<file path="config.mk">
export PLATFORM = sky130hd
export DESIGN_NAME = norm_clz
export DESIGN_NICKNAME = d
export VERILOG_FILES = /design/src/rtl/norm_clz.sv
export SDC_FILE = /design/constraint.sdc
export NUM_CORES = 1
export LEC_CHECK = 0
export BUFFER_PORTS_ARGS = -buffer_cell sky130_fd_sc_hd__buf_2
export CAP_MARGIN = 20
export CORE_ASPECT_RATIO = 2
export CORE_MARGIN = 3
export CORE_UTILIZATION = 35
export CTS_BUF_LIST = sky130_fd_sc_hd__clkbuf_8 sky130_fd_sc_hd__clkbuf_16
export DETAILED_ROUTE_END_ITERATION = 16
export HOLD_SLACK_MARGIN = 0.1
export SYNTH_ARGS = -nofsm -noshare
export SYNTH_HDL_FRONTEND = slang
export SYNTH_SLANG_ARGS = --single-unit
</file>
<file path="constraint.sdc">
create_clock -name clk -period 1.7 [get_ports clk]
set_clock_uncertainty 0.1 [all_clocks]
set_input_delay 0.34 -clock clk [delete_from_list [all_inputs] [get_ports clk]]
set_output_delay 0.34 -clock clk [all_outputs]
set_load 0.02 [all_outputs]
</file>
<file path="src/rtl/norm_clz.sv">
// norm_clz: iterative count-leading-zeros/ones with normalisation.
// Shifts the operand left one bit per cycle until its top bit is set, giving
// the leading-bit count and the left-normalised operand.
// Build option: define NORM_CLZ_CLO_EN to honour the 'ones' input (count
// leading ones); otherwise 'ones' is ignored and only clz is performed.
module norm_clz (
    input  logic        clk,
    input  logic        clrn,
    input  logic        start,
    input  logic [31:0] d,
    input  logic        ones,
    output logic        busy,
    output logic        done,
    output logic [5:0]  count,
    output logic [31:0] norm
);

    typedef enum logic [1:0] {StIdle, StRun, StFin} state_e;

    state_e      state_q, state_d;
    logic [31:0] x_q, x_d;       // search word: operand, inverted for clo
    logic [31:0] y_q, y_d;       // operand being normalised
    logic [5:0]  cnt_q, cnt_d;
    logic [5:0]  count_q, count_d;
    logic [31:0] norm_q, norm_d;
    logic        ones_eff;

`ifdef NORM_CLZ_CLO_EN
    assign ones_eff = ones;
`else
    // Port kept for interface compatibility; clz only in this build.
    logic unused_ones;
    assign unused_ones = ones;
    assign ones_eff    = 1'b0;
`endif

    // Next-state and datapath decisions; everything holds unless updated.
    always_comb begin
        state_d = state_q;
        x_d     = x_q;
        y_d     = y_q;
        cnt_d   = cnt_q;
        count_d = count_q;
        norm_d  = norm_q;
        case (state_q)
            StIdle, StFin: begin
                if (start) begin
                    x_d     = d ^ {32{ones_eff}};
                    y_d     = d;
                    cnt_d   = 6'd0;
                    state_d = StRun;
                end else begin
                    state_d = StIdle;
                end
            end
            StRun: begin
                if (x_q[31]) begin
                    count_d = cnt_q;
                    norm_d  = y_q;
                    state_d = StFin;
                end else if (x_q == 32'd0) begin
                    // No marker bit at all: full-width count, nothing to normalise.
                    count_d = 6'd32;
                    norm_d  = 32'd0;
                    state_d = StFin;
                end else begin
                    // x is non-zero here, so at most 31 shifts ever happen.
                    x_d   = {x_q[30:0], 1'b0};
                    y_d   = {y_q[30:0], 1'b0};
                    cnt_d = cnt_q + 6'd1;
                end
            end
            default: state_d = StIdle;
        endcase
    end

    // State and datapath registers with asynchronous clear.
    always_ff @(posedge clk or negedge clrn) begin
        if (!clrn) begin
            state_q <= StIdle;
            x_q     <= 32'd0;
            y_q     <= 32'd0;
            cnt_q   <= 6'd0;
            count_q <= 6'd0;
            norm_q  <= 32'd0;
        end else begin
            state_q <= state_d;
            x_q     <= x_d;
            y_q     <= y_d;
            cnt_q   <= cnt_d;
            count_q <= count_d;
            norm_q  <= norm_d;
        end
    end

    // Status decoded straight from state; results come from held registers.
    always_comb begin
        busy  = (state_q == StRun);
        done  = (state_q == StFin);
        count = count_q;
        norm  = norm_q;
    end

endmodule

</file>
==> impl_summary.log <==
[metrics] outcome: complete, but fails checks
[metrics] violations in the final reports: negative setup slack
[metrics] number of instances in the synthesized netlist: 401
[metrics] count leader, synth: sky130_fd_sc_hd__dfrtp_1
[metrics] mean routed wirelength per cell: 18.68 µm
[metrics] share of power burned in combinational logic: 0.453
[metrics] number of placed instances with taps included: 652
[metrics] critical setup path kind: flip-flop to flip-flop
[metrics] detailed-routing iteration count for the pre-antenna-repair pass: 5
[metrics] register bit count reported by yosys: 109
[metrics] VDD IR max: 0.001036 V
[metrics] slowest CP cell: sky130_fd_sc_hd__dfrtp_1
[metrics] routed via count divided by cell count: 5.460
[metrics] fraction of synthesized cell area taken by the top area cell type: 0.5935
[metrics] count of endpoints failing setup in the final report: 108
[metrics] transition time of the tightest slew-check pin: 0.3472 ns
[metrics] part of the power in registers: 0.358
[metrics] Final Total Pwr: 12.74 mW
[metrics] data required time at the worst endpoint: 1.87 ns
[metrics] number of warning messages in the yosys log: 0
[metrics] Worst Hold Slack: 0.1164 ns
[metrics] crit path buf inv count: 3
[metrics] static leakage: 3.137 nW
[metrics] effective utilization at floorplan: 0.3619
[metrics] antenna diode instance count: 0
[metrics] floorplan die width: 87.03 µm
[metrics] delay contributed by the slowest stage of the critical path: 0.39 ns
[metrics] aggregate routed wire length: 12720 µm
[metrics] fin crit share: 1.177
[metrics] most frequent cell on the critical path: sky130_fd_sc_hd__buf_4
[metrics] CTS buffer count: 9
[metrics] total count of hold-check failures in the final report: 0
[metrics] commonest cells in the synthesized netlist: 109 x sky130_fd_sc_hd__dfrtp_1, 54 x sky130_fd_sc_hd__nand3_1, 38 x sky130_fd_sc_hd__a22o_1
[metrics] weighted congestion reported at the end of routability-driven placement: 0.7945
[metrics] max-capacitance violation count: 0
[metrics] Overall Global Routing Usage: 0.1761
[metrics] post-route minimum period: 2.001 ns
[metrics] maximum buffer depth of the clock tree: 2
[metrics] global route total overflow: 0
[metrics] max-slew violation count: 0
[metrics] synthesized area divided by synthesized cell count: 11.46 µm²
[metrics] setup repair after global routing missed its margin: yes
[metrics] global-route wire length before repair: 20080 µm
[metrics] Fmax: 499.6 MHz
[metrics] worst skew pair latency: 0.35 ns
[metrics] cell at the root of the clock tree: sky130_fd_sc_hd__clkbuf_16
[metrics] Critical Path Sink Type: flip-flop
[metrics] number of nets produced by synthesis: 438
[metrics] worst setup slack after layout: -0.3014 ns
[metrics] ports placed on the boundary: 76
[metrics] area overhead of the layout relative to synthesis: 37.76%
[metrics] switching share of total power: 0.3677
[metrics] floorplan core area: 0.01270 mm²
[metrics] total power per unit cell area: 2012 mW/mm²
[metrics] initial antenna violation count: 0
[metrics] CP Max Fanout: 13
[metrics] Total Die Area: 0.01462 mm²
[metrics] DRC Markers: 0
[metrics] IO Port Bufs: 74
[metrics] top area cells in the synthesized netlist: sky130_fd_sc_hd__dfrtp_1 59%, sky130_fd_sc_hd__a22o_1 7.2%, sky130_fd_sc_hd__mux2i_1 6.1%, sky130_fd_sc_hd__nand3_1 5.9%, sky130_fd_sc_hd__a22oi_1 4.1%
[metrics] total vias in the final route: 3718
[metrics] Slew Limit Headroom: 0.7664
[metrics] Clk network pwr share: 0.189
[metrics] type of element launching the critical path: flip-flop
[metrics] power dissipated by switching net loads: 4.683 mW
[metrics] number of nets in the layout: 563
[metrics] HPWL reported at the end of detailed placement: 8410 µm
[metrics] Worst-path clk slew: 0.07 ns
[metrics] proportion of synthesized flip-flops having asynchronous set or reset: 1.000
[metrics] top_reg_cell synth: sky130_fd_sc_hd__dfrtp_1
[metrics] core occupancy in the finished layout: 0.4985
[metrics] arrival time at the worst endpoint: 2.17 ns
[metrics] sinks on the clock net: 109
[metrics] Int Pwr: 8.055 mW
[metrics] number of global-route vias before repair: 3933
[metrics] Row Count: 58
[metrics] count of distinct cell types in the synthesized netlist: 34
[metrics] cell area after synthesis: 0.004596 mm²
[metrics] share of the yosys chip area belonging to registers: 0.5935
[metrics] CTS tree: yes
[metrics] ratio of cells with drive above 1 in the final layout: 0.3653
[metrics] dominant delay contributor by cell family on the critical path: simple AND/OR/NAND/NOR gates
[metrics] post-route ant nets: 0
[metrics] H-tree depth: 3
[metrics] maximum number of pins on one net before global-route repair: 56
[metrics] Post-synth EDFFs: 0
[metrics] Hold Path Class: primary input to flip-flop
[metrics] Die Ht: 168.1 µm
[metrics] largest area contributor in the netlist: sky130_fd_sc_hd__dfrtp_1
[metrics] Iteration-0 DRC Markers: 193
[metrics] CP Cell Sequence: nor4_2, nand4_1, buf_4, o21ai_4, buf_4, clkbuf_16, nand3_1, o21ai_1
[metrics] post-route insts no fill: 681
==> cell families after synthesis <==
| group | Yosys count | share of synthesized area |
|---|---|---|
| AND/OR/NAND/NOR | 116 | 0.1244 |
| flip-flops | 109 | 0.5935 |
| AO/OA/AOI/OAI | 108 | 0.1764 |
| buffers and inverters | 38 | 0.04002 |
| multiplexers | 28 | 0.06099 |
| XOR/XNOR | 1 | 0.001906 |
| adder cells (fa/ha/maj) | 1 | 0.002722 |
==> flip-flops by register name, summed over array words and instances (netlist names) <==
register,cells
y_q,32
cnt_q,6
x_q,31
count,6
norm,32
state_q,2
==> cell usage in the layout, fill, tap and decap left out, types with 4 or more instances in the layout <==
master / instances
sky130_fd_sc_hd__buf_12: 13
sky130_fd_sc_hd__o21ai_2: 6
sky130_fd_sc_hd__a22oi_2: 7
sky130_fd_sc_hd__nor4_2: 7
sky130_fd_sc_hd__a22o_1: 38
sky130_fd_sc_hd__o21ai_1: 18
sky130_fd_sc_hd__mux2i_1: 28
sky130_fd_sc_hd__buf_2: 72
sky130_fd_sc_hd__clkbuf_16: 13
sky130_fd_sc_hd__a22oi_1: 18
sky130_fd_sc_hd__dfrtp_1: 109
sky130_fd_sc_hd__nand3_1: 54
sky130_fd_sc_hd__nand2_1: 32
sky130_fd_sc_hd__nor2_1: 6
sky130_fd_sc_hd__a221o_1: 8
sky130_fd_sc_hd__buf_6: 4
sky130_fd_sc_hd__buf_4: 51
sky130_fd_sc_hd__o21ai_0: 4
sky130_fd_sc_hd__and2_1: 5
==> per-layer routing <==
metal	up-vias	track usage	share of wire
met5	-	0	0
met4	0	0.06377	0.024
met3	22	0.03085	0.030
met2	91	0.3148	0.55
met1	1870	0.2054	0.39
li1	1735	-	-
==> metrics by stage <==
step	cell area [µm²]	setup slack, ns	TNS, ns
2_1_floorplan	4659	-0.08673	-3.042
3_3_place_gp	5645	-0.3819	-33.30
3_5_place_dp	5645	-0.3920	-33.13
4_1_cts	6145	-0.2623	-21.83
5_1_grt	6331	-0.3682	-33.97
6_report	6331	-0.3014	-23.01
==> power groups by stage <==
stage	Sequential [mW]	Combinational, mW	Clock [mW]
after floorplan	4.85	2.57	0
after global placement	4.51	4.98	0
after detailed placement	4.54	5.09	0
after CTS	4.54	5.47	2.47
after global routing	4.70	6.27	2.57
final	4.56	5.77	2.41
==> path summary, 6_finish.rpt <==
kind	start	end	slack [ns]	depth (start not counted)
setup / recovery	x_q[27]	y_q[16]	-0.30	8
hold / removal	d[0]	y_q[0]	0.12	3
setup reg to reg	x_q[27]	y_q[16]	-0.30	8
hold reg to reg	norm[28]	norm[28]	0.40	1
max in group asynchronous	clrn	x_q[13]	0.65	3
min in group asynchronous	clrn	norm[27]	0.33	2
==> final cells by class <==
type | instances | area [µm²]
Multi-Input combinational cell | 254 | 1838
Clock buffer | 9 | 225.2
Sequential cell | 109 | 2728
Timing Repair Buffer | 147 | 1206
Fill cell | 1141 | 6369
Inverter | 5 | 25.02
Clock inverter | 7 | 121.4
Tap cell | 150 | 187.7
==> worst reg2reg max path, delay by kind of cell (launching register included) <==
kind / cells / cell delay [ns]
simple gates: 3 / 0.63
buf+inv: 3 / 0.54
flops: 1 / 0.39
compound gates: 2 / 0.27
==> what timing repair did <==
item / in CTS / in global routing
hold buffers: 1 / 0
pin swaps: 3 / 4
buffers inserted: 6 / 3
endpoints found under the setup margin: 109 / 109
resized for setup: 33 / 19
endpoints found under the hold margin: 66 / 0
cloned: 1 / 4
Note: power is estimated with default switching activity, not from simulation.
